## config.mk

```make
export PLATFORM = sky130hd
export DESIGN_NAME = prefix_addsub_pipe
export DESIGN_NICKNAME = d
export VERILOG_FILES = /design/src/rtl/prefix_addsub_pipe_pkg.sv /design/src/rtl/prefix_addsub_pipe_kpg_merge.sv /design/src/rtl/prefix_addsub_pipe.sv
export SDC_FILE = /design/constraint.sdc
export NUM_CORES = 1
export LEC_CHECK = 0
export ABC_CLOCK_PERIOD_IN_PS = 3800
export CORE_ASPECT_RATIO = 1.25
export CORE_UTILIZATION = 42
export CTS_CLUSTER_SIZE = 10
export DETAILED_ROUTE_END_ITERATION = 10
export PLACE_DENSITY_LB_ADDON = 0.3
export SYNTH_ARGS = -nofsm -noshare
export SYNTH_HDL_FRONTEND = slang
export SYNTH_SLANG_ARGS = --single-unit
```

## constraint.sdc

```tcl
create_clock -name clk -period 3.8 [get_ports clk]
set_input_delay 0.38 -clock clk [delete_from_list [all_inputs] [get_ports clk]]
set_output_delay 0.38 -clock clk [all_outputs]
set_load 0.01 [all_outputs]
```

## src/rtl/prefix_addsub_pipe_pkg.sv

```systemverilog
// ---------------------------------------------------------------------------
// prefix_pkg
// Shared definitions for the pipelined parallel-prefix adder/subtractor.
//   kpg_t         : 2-bit kill/propagate/generate pair
//   KPG_KILL/GEN/PROP : encodings of the pair (01 is never produced)
//   prefix_levels : number of Kogge-Stone levels for a given operand width
// ---------------------------------------------------------------------------
package prefix_pkg;

    typedef logic [1:0] kpg_t;

    localparam kpg_t KPG_KILL = 2'b00;
    localparam kpg_t KPG_GEN  = 2'b11;
    localparam kpg_t KPG_PROP = 2'b10;

    // Smallest n with 2**n >= width, i.e. ceil(log2(width)).
    function automatic int prefix_levels(input int width);
        int levels;
        levels = 0;
        while ((1 << levels) < width) begin
            levels = levels + 1;
        end
        return levels;
    endfunction

endpackage

```

## src/rtl/prefix_addsub_pipe_kpg_merge.sv

```systemverilog
// ---------------------------------------------------------------------------
// kpg_merge
// Combinational Kogge-Stone merge cell.
//   i_curr : pair of the more significant group
//   i_prev : pair of the adjacent less significant group
//   o_out  : combined pair; a kill/generate in i_curr decides on its own,
//            a propagate in i_curr passes i_prev through
// ---------------------------------------------------------------------------
module kpg_merge
    import prefix_pkg::*;
(
    input  kpg_t i_curr,
    input  kpg_t i_prev,
    output kpg_t o_out
);

    assign o_out = (i_curr == KPG_PROP) ? i_prev : i_curr;

endmodule

```

## src/rtl/prefix_addsub_pipe.sv

```systemverilog
// ---------------------------------------------------------------------------
// prefix_addsub_pipe
// Fully pipelined Kogge-Stone adder/subtractor with valid/ready handshake.
// One beat per cycle; a beat accepted at edge k is presented after edge
// k+LEVELS+1. A stalled output (out_valid & !out_ready) freezes every stage.
//
// Parameters:
//   WIDTH  operand width (power of two, 4..128)
//   TAG_W  width of the sideband tag returned with each result
//   LEVELS derived internally as ceil(log2(WIDTH)); not overridable
//
// Ports:
//   clk, rst_n           clock, asynchronous active-low reset
//   in_valid / in_ready  input handshake
//   in_a, in_b           operands
//   in_cin               carry-in for add (ignored when in_sub=1)
//   in_sub               1: A-B, 0: A+B+cin
//   in_tag               sideband tag
//   out_valid/out_ready  output handshake
//   out_sum, out_cout    result and carry-out (subtract: 1 = no borrow)
//   out_tag              tag of the result
//
// Optional build macro PREFIX_ADDSUB_FLAGS_EN adds:
//   out_zero             1 when out_sum == 0
//   out_ovf              signed overflow (carry into MSB xor carry-out)
// ---------------------------------------------------------------------------
module prefix_addsub_pipe
    import prefix_pkg::*;
#(
    parameter int WIDTH = 32,
    parameter int TAG_W = 4
) (
    input  logic             clk,
    input  logic             rst_n,
    input  logic             in_valid,
    output logic             in_ready,
    input  logic [WIDTH-1:0] in_a,
    input  logic [WIDTH-1:0] in_b,
    input  logic             in_cin,
    input  logic             in_sub,
    input  logic [TAG_W-1:0] in_tag,
    output logic             out_valid,
    input  logic             out_ready,
    output logic [WIDTH-1:0] out_sum,
    output logic             out_cout,
    output logic [TAG_W-1:0] out_tag
`ifdef PREFIX_ADDSUB_FLAGS_EN
    ,
    output logic             out_zero,
    output logic             out_ovf
`endif
);

    localparam int LEVELS = prefix_levels(WIDTH);

    // Position 0 of every kpg vector is the effective carry-in; position
    // i+1 belongs to operand bit i, so after resolution position i holds
    // the carry into bit i and position WIDTH holds the carry-out.
    logic [LEVELS:0]  r_vld;
    logic [WIDTH-1:0] r_x   [0:LEVELS];
    kpg_t [WIDTH:0]   r_kpg [0:LEVELS];
    logic [TAG_W-1:0] r_tag [0:LEVELS];

    logic             w_advance;
    logic [WIDTH-1:0] w_bEff;
    logic [WIDTH-1:0] w_xor0;
    kpg_t [WIDTH:0]   w_kpg0;
    kpg_t [WIDTH:0]   w_lvl [1:LEVELS];
    logic [WIDTH:0]   w_carry;
    logic [WIDTH-1:0] w_sum;

    assign w_advance = !out_valid || out_ready;
    assign in_ready  = w_advance && rst_n;

    assign w_bEff = in_sub ? ~in_b : in_b;
    assign w_xor0 = in_a ^ w_bEff;

    // Initial pairs; subtraction is A + ~B + 1, so the carry-in is forced.
    always_comb begin
        w_kpg0    = '0;
        w_kpg0[0] = (in_sub || in_cin) ? KPG_GEN : KPG_KILL;
        for (int i = 0; i < WIDTH; i++) begin
            if (in_a[i] && w_bEff[i]) begin
                w_kpg0[i+1] = KPG_GEN;
            end else if (w_xor0[i]) begin
                w_kpg0[i+1] = KPG_PROP;
            end else begin
                w_kpg0[i+1] = KPG_KILL;
            end
        end
    end

    // Kogge-Stone levels; each level reads the previous stage register.
    for (genvar j = 1; j <= LEVELS; j++) begin : g_level
        localparam int D = 1 << (j - 1);
        for (genvar i = 0; i <= WIDTH; i++) begin : g_pos
            if (i >= D) begin : g_merge
                kpg_merge u_merge (
                    .i_curr (r_kpg[j-1][i]),
                    .i_prev (r_kpg[j-1][i-D]),
                    .o_out  (w_lvl[j][i])
                );
            end else begin : g_pass
                assign w_lvl[j][i] = r_kpg[j-1][i];
            end
        end
    end

    // LEVELS levels span WIDTH positions, one short of the WIDTH+1 needed
    // by the carry-out. Only that top group can still be a propagate, and
    // then its carry is the carry-in held at position 0.
    always_comb begin
        w_carry = '0;
        for (int i = 0; i <= WIDTH; i++) begin
            if (r_kpg[LEVELS][i] == KPG_PROP) begin
                w_carry[i] = r_kpg[LEVELS][0][0];
            end else begin
                w_carry[i] = r_kpg[LEVELS][i][0];
            end
        end
    end

    assign w_sum = r_x[LEVELS] ^ w_carry[WIDTH-1:0];

    // Stage registers all move together on advance; bubbles travel as
    // cleared valid bits and are never squeezed out.
    always_ff @(posedge clk or negedge rst_n) begin
        if (!rst_n) begin
            r_vld     <= '0;
            for (int j = 0; j <= LEVELS; j++) begin
                r_x[j]   <= '0;
                r_kpg[j] <= '0;
                r_tag[j] <= '0;
            end
            out_valid <= 1'b0;
            out_sum   <= '0;
            out_cout  <= 1'b0;
            out_tag   <= '0;
`ifdef PREFIX_ADDSUB_FLAGS_EN
            out_zero  <= 1'b0;
            out_ovf   <= 1'b0;
`endif
        end else if (w_advance) begin
            r_vld[0] <= in_valid;
            r_x[0]   <= w_xor0;
            r_kpg[0] <= w_kpg0;
            r_tag[0] <= in_tag;
            for (int j = 1; j <= LEVELS; j++) begin
                r_vld[j] <= r_vld[j-1];
                r_x[j]   <= r_x[j-1];
                r_kpg[j] <= w_lvl[j];
                r_tag[j] <= r_tag[j-1];
            end
            out_valid <= r_vld[LEVELS];
            out_sum   <= w_sum;
            out_cout  <= w_carry[WIDTH];
            out_tag   <= r_tag[LEVELS];
`ifdef PREFIX_ADDSUB_FLAGS_EN
            out_zero  <= (w_sum == '0);
            out_ovf   <= w_carry[WIDTH-1] ^ w_carry[WIDTH];
`endif
        end
    end

endmodule

```

Word-level counts from Yosys, hierarchy flattened
Index checks and enable logic that the tools add are counted.
Operators by class
  bitwise operators: 3
  muxes and demuxes: 232
  reduce and logical (&&, ||, !) cells: 36
  eq/ne operators: 166
Operators by type and width (number)
  two-way mux 2 bit: 199
  equality test 2 bit (second input constant): 166
  XOR 32 bit: 2
  logical AND 1 bit: 33
  two-way mux 1 bit: 32
  two-way mux 32 bit: 1
  NOT 32 bit: 1
  logical OR 1 bit: 2
  logical NOT 1 bit: 1
Word-level totals
  logic and storage cells: 652
  output and inout port bits: 39
  bits in registers: 655

Depth between registers and ports, before layout
Gate-level depths: netlist (run 1).
  depth in word-level cells: 5
  gate-level depth with buffers: 7

Modules after synthesis
From an unflattened synthesis (run 1), not the netlist that was laid out.
Second synthesis, totals
  cell total of the unflattened synthesis: 3180
  area total of the unflattened synthesis: 28250.8 um^2
By module, submodules not included
  prefix_addsub_pipe: cells an instance 2912, area each 26238.9 um^2, times used 1, seq. area each 16265.6 um^2
  kpg_merge: cells an instance 2, area each 15.0 um^2, times used 134, seq. area each 0.0 um^2

Worst setup path before layout (run 1)
Ideal clock, no wire load.
  path kind: input to register
  start point: input in_sub
  end point: register r_x[162] (netlist bit)
  path slack: 2.397 ns
  path buffers: 2
  data required time: 3.684 ns
  stages: 6
  library setup time: 0.116 ns
  data arrival time: 1.286 ns
  cell sequence: buf_2 > buf_2 > xnor2_1 > ha_1 > nand2_1 > nand2_1
Between the ends
  word-level cells in the longest chain between the ends: 2
Ends and longest elaborated chain
  start: declaration: RTL line prefix_addsub_pipe.sv:40  | input logic in_sub,
  two-way mux 32 bit: RTL line prefix_addsub_pipe.sv:75  | assign w_bEff = in_sub ? ~in_b : in_b;
  XOR 32 bit: RTL line prefix_addsub_pipe.sv:76  | assign w_xor0 = in_a ^ w_bEff;
  net w_xor0[2]: RTL line prefix_addsub_pipe.sv:66  | logic [WIDTH-1:0] w_xor0;
  end signal: indexed assignment: RTL line prefix_addsub_pipe.sv:150  | r_x[j] <= r_x[j-1];
  end: declaration: RTL line prefix_addsub_pipe.sv:60  | logic [WIDTH-1:0] r_x [0:LEVELS];
The timed path passes the listed nets, and every way through them passes these cells.
A chain may end at the register's enable or synchronous reset.

Final worst setup path (run 1)
  start point: input rst_n
  end point: output in_ready
Between the ends
  word-level cells in the longest chain between the ends: 1
Ends and longest elaborated chain
  start: declaration: RTL line prefix_addsub_pipe.sv:34  | input logic rst_n,
  logical AND 1 bit: RTL line prefix_addsub_pipe.sv:73  | assign in_ready = w_advance && rst_n;
  end: declaration: RTL line prefix_addsub_pipe.sv:36  | output logic in_ready,
No other way between the ends.

==> metrics.json, run 1 <==
{
  "synth_compound_area_share": {"value": 11.7, "unit": "%"},
  "mappedNetlistNets": {"value": 3051},
  "netlist_instances": {"value": 2913},
  "number_of_global_route_vias_before_repair": {"value": 19000},
  "dpl_cell_area": {"value": 0.0284, "unit": "mm2"},
  "crit_path_end_kind": {"value": "output pin"},
  "clock_skew": {"value": 0.0152, "unit": "ns"},
  "cap_violations": {"value": 0},
  "post-route-period-util": {"value": 68.4, "unit": "%"},
  "fillerInstances": {"value": 5933},
  "design_power_total": {"value": 25.2, "unit": "mW"},
  "final_cell_mix": {"value": "1248 x sky130_fd_sc_hd__nand2_1, 650 x sky130_fd_sc_hd__dfrtp_1, 241 x sky130_fd_sc_hd__o21ai_1"},
  "tightest_slew": {"value": 1.00, "unit": "ns"},
  "post-synth-top-area-fraction": {"value": 60.1, "unit": "%"},
  "yosysUniqueCellTypes": {"value": 19},
  "initial_antenna_violation_count": {"value": 1},
  "tritoncts_num_sinks": {"value": 650},
  "fin_tns_setup": {"value": 0, "unit": "ns"},
  "detail-route-antenna-nets": {"value": 0},
  "synth_edf_count": {"value": 0},
  "cts_root_buf": {"value": "sky130_fd_sc_hd__clkbuf_16"},
  "syn_area": {"value": 0.0271, "unit": "mm2"},
  "syn-mean-instance-area": {"value": 9.29, "unit": "um2"},
  "netlist_top_cells_area": {"value": "sky130_fd_sc_hd__dfrtp_1 60%, sky130_fd_sc_hd__nand2_1 17%, sky130_fd_sc_hd__o21ai_1 4.5%, sky130_fd_sc_hd__a21oi_1 3.7%, sky130_fd_sc_hd__o21ai_0 3.6%"},
  "first_pass_grt_wire_length": {"value": 101000, "unit": "um"},
  "drt-pass1-iter-count": {"value": 5},
  "antenna-diode-count": {"value": 0},
  "synth-xor-area-share": {"value": 2.07, "unit": "%"},
  "yosys.area.top_type": {"value": "sky130_fd_sc_hd__dfrtp_1"},
  "critPathRequiredTime": {"value": 3.42, "unit": "ns"},
  "dr_total_vias": {"value": 18900},
  "finalSetupViolCount": {"value": 0},
  "crit_path_top_delay_cell": {"value": "sky130_fd_sc_hd__dlygate4sd3_1"},
  "run_status": {"value": "complete, no violations"},
  "most_common_library_cell_in_the_layout_ignoring_fill_and_taps": {"value": "sky130_fd_sc_hd__nand2_1"},
  "yosysWarningCount": {"value": 0},
  "sequential_cell_area": {"value": 0.0163, "unit": "mm2"},
  "rsz0062_at_grt": {"value": "false"},
  "synthToLayoutAreaGrowth": {"value": 12.3, "unit": "%"},
  "final_layout_size_suffix_gt1_share": {"value": 3.66, "unit": "%"},
  "holdPathEnd": {"value": "r_tag[20]"},
  "avgViaCountPerCell": {"value": 4.96},
  "clock_tree.htree_level_count": {"value": 3},
  "tritoncts": {"value": "yes"},
  "postSynthRegisterBits": {"value": 650},
  "r2r_end": {"value": "r_kpg[188]"},
  "worst_hold_path_type": {"value": "in2reg"},
  "post-route-min-period": {"value": 2.60, "unit": "ns"},
  "worst-setup-path-type": {"value": "in2out"},
  "ir_worst_vdd": {"value": 578, "unit": "uV"},
  "worstHoldPathCells": {"value": 3},
  "std_cell_rows": {"value": 103},
  "synth_seq_area_share": {"value": 60.1, "unit": "%"},
  "core_region_area": {"value": 0.0634, "unit": "mm2"},
  "critical_path_peak_fanout": {"value": 67},
  "hold_viol": {"value": 0},
  "die_height": {"value": 286, "unit": "um"},
  "die_area": {"value": 0.0655, "unit": "mm2"},
  "maxSlewViolCount": {"value": 0},
  "detailedPlace.worstSlack": {"value": 1.40, "unit": "ns"},
  "multiInputGateArea": {"value": 0.00938, "unit": "mm2"},
  "detail_route.wl_per_cell": {"value": 16.0, "unit": "um"},
  "hpwlAfterDp": {"value": 42200, "unit": "um"},
  "numCtsBuffers": {"value": 75},
  "slew_headroom": {"value": 33.1, "unit": "%"},
  "worst_setup_hold_path_clk_slew": {"value": 0.05, "unit": "ns"},
  "clock.fmax": {"value": 385, "unit": "MHz"},
  "finalHoldWorstSlack": {"value": 0.324, "unit": "ns"},
  "finish.instance_area": {"value": 0.0304, "unit": "mm2"},
  "worst_setup_path_start_kind": {"value": "input port"},
  "leakage": {"value": 14.5, "unit": "nW"},
  "initial_core_util": {"value": 42.7, "unit": "%"},
  "post_cts.resized_instances": {"value": 0},
  "ctsLongestPathBuffers": {"value": 3},
  "postLayoutSetupSlackWorst": {"value": 1.20, "unit": "ns"},
  "clock_insertion_delay_worst_skew": {"value": 0.59, "unit": "ns"},
  "port_buffers": {"value": 112},
  "rrSetupSlack": {"value": 1.74, "unit": "ns"},
  "main_combinational_cell_family_by_area_after_synthesis": {"value": "simple AND/OR/NAND/NOR gates"},
  "synth_adder_area_share": {"value": 2.96, "unit": "%"},
  "hold_start": {"value": "in_tag[0]"},
  "overflow": {"value": 0},
  "critical_path.reg2reg.startpoint": {"value": "out_valid"},
  "floorplan.die.width": {"value": 229, "unit": "um"},
  "gp_congestion": {"value": 0.835},
  "rr_worst_depth": {"value": 5},
  "drc_errors": {"value": 0},
  "global_router_s_overall_resource_usage": {"value": 19.2, "unit": "%"},
  "yosys.area_share.simple": {"value": 17.9, "unit": "%"},
  "postSynth.topFlopCell": {"value": "sky130_fd_sc_hd__dfrtp_1"},
  "pin_count": {"value": 113},
  "worstPathArrival": {"value": 2.22, "unit": "ns"},
  "async_flop_share": {"value": 100, "unit": "%"},
  "detail_route.wirelength": {"value": 61200, "unit": "um"},
  "crit_path_cell_trace": {"value": "dlygate4sd3_1 > buf_8 > and2_1 > clkdlybuf4s50_1"},
  "cp_slowest_stage_delay": {"value": 0.56, "unit": "ns"},
  "finalNetCount": {"value": 3111},
  "power_density": {"value": 830, "unit": "mW/mm2"},
  "muxShareOfSynthArea": {"value": 0, "unit": "%"},
  "grt_start_max_net_pins": {"value": 182},
  "dr.first_iter.drc_count": {"value": 1196}
}
==> cells by family (layout without fill, tap and decap cells) <==
kind of cell             Yosys count  count (layout)
AND/OR/NAND/NOR                 1284            1284
adder cells (fa/ha/maj)           64              64
XOR/XNOR                          64              64
flip-flops                       650             650
AO/OA/AOI/OAI                    634             634
buffers and inverters            217             282
==> worst max-delay path by stage <==
stage / startpoint / endpoint / cells past startpoint / slack, ns
after floorplan: in_sub / r_x[162] / 6 / 2.40
after global placement: out_ready / r_kpg[196] / 5 / 1.43
after detailed placement: out_ready / r_kpg[188] / 6 / 1.40
after CTS: rst_n / in_ready / 4 / 1.18
after global routing: rst_n / in_ready / 4 / 1.09
final: rst_n / in_ready / 4 / 1.20
==> state kept, by name, indices dropped and copies added (netlist names) <==
name	flops
r_kpg	390
r_vld	6
r_tag	24
out_sum	32
out_tag	4
out_valid	1
out_cout	1
r_x	192
==> where the power goes <==
group,switching [mW],leakage (nW),internal [mW]
registers,2.55,7.98,10.0
logic,3.96,5.57,2.52
clock network,2.53,0.990,3.66
total,9.04,14.5,16.2
==> synth_stat cells, types with 2 or more instances <==
library cell	count
sky130_fd_sc_hd__buf_6	67
sky130_fd_sc_hd__nor2_1	32
sky130_fd_sc_hd__xor2_1	31
sky130_fd_sc_hd__nand2b_1	2
sky130_fd_sc_hd__inv_1	64
sky130_fd_sc_hd__dfrtp_1	650
sky130_fd_sc_hd__ha_1	64
sky130_fd_sc_hd__o21ai_1	241
sky130_fd_sc_hd__xnor2_1	33
sky130_fd_sc_hd__buf_2	51
sky130_fd_sc_hd__buf_4	4
sky130_fd_sc_hd__clkbuf_1	12
sky130_fd_sc_hd__nand2_1	1248
sky130_fd_sc_hd__clkbuf_2	18
sky130_fd_sc_hd__a21oi_1	198
sky130_fd_sc_hd__o21ai_0	195
==> per-stage QoR <==
step | utilization [%] | std cells
after global routing | 47.9 | 3818
after global placement | 44.8 | 3735
after detailed placement | 44.8 | 3735
after floorplan | - | 2913
after CTS | 47.9 | 3818
final | 47.9 | 3818
==> area by class of cell <==
class / count / share of cell area [%]
clock buffer: 80 / 6.55
clock inverter: 2 / 0.0576
inverter: 64 / 0.790
multi-input combinational: 2046 / 30.9
sequential: 650 / 53.5
tap: 840 / 3.46
timing repair buffer: 136 / 4.78
==> per-layer routing <==
| metal | part of all wire, % | vias to the layer above | track usage (%) |
|---|---|---|---|
| met4 | 3.5 | 2 | 8.30 |
| li1 | - | 9430 | - |
| met2 | 49 | 313 | 32.1 |
| met1 | 44 | 9097 | 25.1 |
| met5 | 0.013 | - | 0 |
| met3 | 3.4 | 103 | 2.58 |
==> worst max-delay path, delay by kind of cell <==
family,cells,cell delay [ns]
buffers and inverters,3,1.52
and+or+nand+nor,1,0.23
==> what timing repair did <==
action,in CTS,in global routing
setup buffers,0,0
hold buffers,1,0
endpoints found under the hold margin,59,0
Note: power is estimated with default switching activity, not from simulation.
==> run 2, diff against run 1 <==
--- a/config.mk
+++ b/config.mk
@@ -5,7 +5,7 @@
 export SDC_FILE = /design/constraint.sdc
 export NUM_CORES = 1
 export LEC_CHECK = 0
-export ABC_CLOCK_PERIOD_IN_PS = 3800
+export ABC_CLOCK_PERIOD_IN_PS = 2250
 export CORE_ASPECT_RATIO = 1.25
 export CORE_UTILIZATION = 42
 export CTS_CLUSTER_SIZE = 10
==> constraint.sdc (replaced) <==
create_clock -name clk -period 2.25 [get_ports clk]
set_input_delay 0.225 -clock clk [delete_from_list [all_inputs] [get_ports clk]]
set_output_delay 0.225 -clock clk [all_outputs]
set_load 0.01 [all_outputs]
==> run 2 against run 1 <==
Compared with the run above: routed wire length increased by 1.2%; clock power increased by 68%; clock-buffer cell count decreased by 1; cell area increased by 0.43%; sequential power increased by 69%; register-to-register slack got worse by 1.2 ns; critical path depth decreased by 1; combinational power increased by 70%; non-clock buffer count increased by 9; flip-flop and latch count unchanged; critical endpoint unchanged.
==> metrics.json, run 2 (synthesis gave the netlist of run 1 again) <==
{
  "clock_skew": {"value": 0.0221, "unit": "ns", "change": "was 0.0152 ns"},
  "final_cells": {"value": 3833, "change": "was 3818"},
  "gp_congestion": {"value": 0.827, "change": "was 0.835"},
  "drc_errors": {"value": 0, "change": "unchanged"},
  "tritoncts_num_sinks": {"value": 650, "change": "unchanged"},
  "hold_viol": {"value": 0, "change": "unchanged"},
  "largest_reg_flops": {"value": 390, "change": "unchanged"},
  "power_frac_clock": {"value": 24.4, "unit": "%", "change": "was 24.5%"},
  "initial_antenna_violation_count": {"value": 0, "change": "was 1"},
  "leakage": {"value": 14.6, "unit": "nW", "change": "was 14.5 nW"},
  "crit_path_cell_trace": {"value": "nand2b_4 > and2_1 > clkdlybuf4s50_1", "change": "was dlygate4sd3_1 > buf_8 > and2_1 > clkdlybuf4s50_1"},
  "first_pass_grt_wire_length": {"value": 104000, "unit": "um", "change": "was 101000 um"},
  "number_of_global_route_vias_before_repair": {"value": 19400, "change": "was 19000"},
  "seq_power_share": {"value": 49.9, "unit": "%", "change": "was 49.8%"},
  "final_cell_mix": {"value": "1248 x sky130_fd_sc_hd__nand2_1, 650 x sky130_fd_sc_hd__dfrtp_1, 241 x sky130_fd_sc_hd__o21ai_1", "change": "unchanged"},
  "die_height": {"value": 286, "unit": "um", "change": "unchanged"},
  "global_router_s_overall_resource_usage": {"value": 19.7, "unit": "%", "change": "was 19.2%"},
  "core_region_area": {"value": 0.0634, "unit": "mm2", "change": "unchanged"},
  "cts_root_buf": {"value": "sky130_fd_sc_hd__clkbuf_16", "change": "unchanged"},
  "maxSlewViolCount": {"value": 0, "change": "unchanged"},
  "overflow": {"value": 0, "change": "unchanged"},
  "cell_internal_pwr": {"value": 27.3, "unit": "mW", "change": "was 16.2 mW"},
  "tritoncts": {"value": "yes", "change": "unchanged"},
  "net-switching-power": {"value": 15.5, "unit": "mW", "change": "was 9.04 mW"},
  "finalSetupViolCount": {"value": 0, "change": "unchanged"},
  "drt-pass1-iter-count": {"value": 5, "change": "unchanged"},
  "cp_slowest_stage_delay": {"value": 0.53, "unit": "ns", "change": "was 0.56 ns"},
  "fin_tns_setup": {"value": 0, "unit": "ns", "change": "unchanged"},
  "cp.buffers_inverters": {"value": 1, "change": "was 3"},
  "ctsLongestPathBuffers": {"value": 3, "change": "unchanged"},
  "critical-path-top-delay-family": {"value": "buffers and inverters", "change": "unchanged"},
  "worstPathArrival": {"value": 1.88, "unit": "ns", "change": "was 2.22 ns"},
  "layout_top_registers": {"value": "r_kpg (390), r_x (192), out_sum (32)", "change": "unchanged"},
  "ir_worst_vdd": {"value": 833, "unit": "uV", "change": "was 578 uV"},
  "post_cts.resized_instances": {"value": 0, "change": "unchanged"},
  "clock.fmax": {"value": 476, "unit": "MHz"},
  "dr_total_vias": {"value": 19000, "change": "was 18900"},
  "port_buffers": {"value": 112, "change": "unchanged"},
  "clock_insertion_delay_worst_skew": {"value": 0.61, "unit": "ns", "change": "was 0.59 ns"},
  "register_with_the_highest_flop_count": {"value": "r_kpg", "change": "unchanged"},
  "initial_core_util": {"value": 42.7, "unit": "%", "change": "unchanged"},
  "floorplan.die.width": {"value": 229, "unit": "um", "change": "unchanged"},
  "std_cell_rows": {"value": 103, "change": "unchanged"},
  "rsz0062_at_grt": {"value": "false", "change": "unchanged"},
  "cap_violations": {"value": 0, "change": "unchanged"},
  "tightest_slew": {"value": 1.12, "unit": "ns", "change": "was 1.00 ns"},
  "p_sw_share": {"value": 36.2, "unit": "%", "change": "was 35.8%"},
  "numCtsBuffers": {"value": 75, "change": "unchanged"},
  "most_common_library_cell_in_the_layout_ignoring_fill_and_taps": {"value": "sky130_fd_sc_hd__nand2_1", "change": "unchanged"},
  "pin_count": {"value": 113, "change": "unchanged"},
  "worst_setup_path_start_kind": {"value": "flop", "change": "was input port"},
  "avgViaCountPerCell": {"value": 4.95, "change": "was 4.96"},
  "die_area": {"value": 0.0655, "unit": "mm2", "change": "unchanged"},
  "cts.repair_timing.setup_buffer_count": {"value": 0, "change": "unchanged"},
  "post-route-min-period": {"value": 2.10, "unit": "ns"},
  "final_layout_size_suffix_gt1_share": {"value": 4.04, "unit": "%", "change": "was 3.66%"},
  "hold_buffers": {"value": 1, "change": "unchanged"},
  "dr.first_iter.drc_count": {"value": 1311, "change": "was 1196"},
  "critical_path_peak_fanout": {"value": 6, "change": "was 67"},
  "final_util": {"value": 48.1, "unit": "%", "change": "was 47.9%"},
  "clock_tree.htree_level_count": {"value": 3, "change": "unchanged"},
  "detail-route-antenna-nets": {"value": 0, "change": "unchanged"},
  "post-route-period-util": {"value": 93.4, "unit": "%"},
  "crit_path_end_kind": {"value": "output pin", "change": "unchanged"},
  "power_density": {"value": 1400, "unit": "mW/mm2", "change": "was 830 mW/mm2"},
  "worst_hold_path_type": {"value": "in2reg", "change": "unchanged"},
  "worst_setup_hold_path_clk_slew": {"value": 0.06, "unit": "ns", "change": "was 0.05 ns"},
  "hpwlAfterDp": {"value": 43300, "unit": "um", "change": "was 42200 um"},
  "worst-setup-path-type": {"value": "reg2out", "change": "was in2out"},
  "synthToLayoutAreaGrowth": {"value": 12.8, "unit": "%", "change": "was 12.3%"},
  "power.combinational.fraction": {"value": 25.7, "unit": "%", "change": "about the same"},
  "detail_route.wl_per_cell": {"value": 16.1, "unit": "um", "change": "was 16.0 um"},
  "run_status": {"value": "complete, no violations", "change": "unchanged"},
  "placed_cells": {"value": 3744, "change": "was 3735"},
  "grt_start_max_net_pins": {"value": 192, "change": "was 182"},
  "slew_headroom": {"value": 25.4, "unit": "%", "change": "was 33.1%"},
  "detail_route.wirelength": {"value": 61900, "unit": "um", "change": "was 61200 um"},
  "crit_path_top_delay_cell": {"value": "sky130_fd_sc_hd__clkdlybuf4s50_1", "change": "was sky130_fd_sc_hd__dlygate4sd3_1"},
  "finalNetCount": {"value": 3120, "change": "was 3111"},
  "critPathRequiredTime": {"value": 2.03, "unit": "ns", "change": "was 3.42 ns"}
}
run 2: cell types whose count changed in the layout (fill, tap and decap cells not counted), sizes merged:
cell / change
buf: +9
clkbuf: -1
clkinv: +3
diode: +1
inv: +3
run 2: worst paths after layout:
path,endpoint,cells past startpoint,start,slack [ns]
setup reg to reg,out_sum[31],4,r_kpg[0],0.51
setup / recovery,in_ready,3,out_valid,0.15
hold / removal,r_vld[0],3,in_valid,0.15
max in group asynchronous,r_kpg[118],3,rst_n,0.96
min in group asynchronous,r_kpg[232],3,rst_n,0.36
hold reg to reg,r_tag[11],2,r_tag[15],0.46
run 2: worst min-delay path: stages:
cell and delay, ns:
sky130_fd_sc_hd__clkdlybuf4s50_1 0.39, sky130_fd_sc_hd__nand2_1 0.06, sky130_fd_sc_hd__nand2_1 0.04
run 2: layer usage:
metal	vias up	part of all wire, %	GRT usage [%]	wire [um]
met2	311	50	33.8	30900
li1	9458	-	-	-
met5	-	0	0	0
met4	0	2.5	6.87	1580
met3	81	3.6	2.75	2250
met1	9139	44	25.4	27100
run 2: stage by stage:
step	cell area [um2]	setup WS, ns	hold WS (ns)	total power [mW]
2_1_floorplan	27100	0.913	-0.0706	28.1
4_1_cts	30500	0.105	0.112	43.4
3_5_place_dp	28500	0.353	0.443	32.8
6_report	30500	0.149	0.146	42.8
3_3_place_gp	28500	0.364	0.426	32.2
5_1_grt	30500	0.0621	0.169	46.0
run 2: final cells by class:
| class | count | area, um2 |
|---|---|---|
| diodes | 1 | 2.50 |
| clock buffers | 79 | 1920 |
| clock inverters | 8 | 70.1 |
| fillers | 6035 | 32900 |
| inverters | 64 | 240 |
| multi-input cells | 2046 | 9380 |
| flip-flops and latches | 650 | 16300 |
| well taps | 840 | 1050 |
| repair buffers | 145 | 1600 |
run 2: power groups by stage:
stage | registers, mW | logic, mW | clock network [mW]
after global placement | 21.4 | 10.9 | 0
after CTS | 21.4 | 11.3 | 10.7
after detailed placement | 21.6 | 11.2 | 0
after global routing | 22.1 | 12.8 | 11.1
final | 21.3 | 11.0 | 10.4
after floorplan | 19.8 | 8.27 | 0
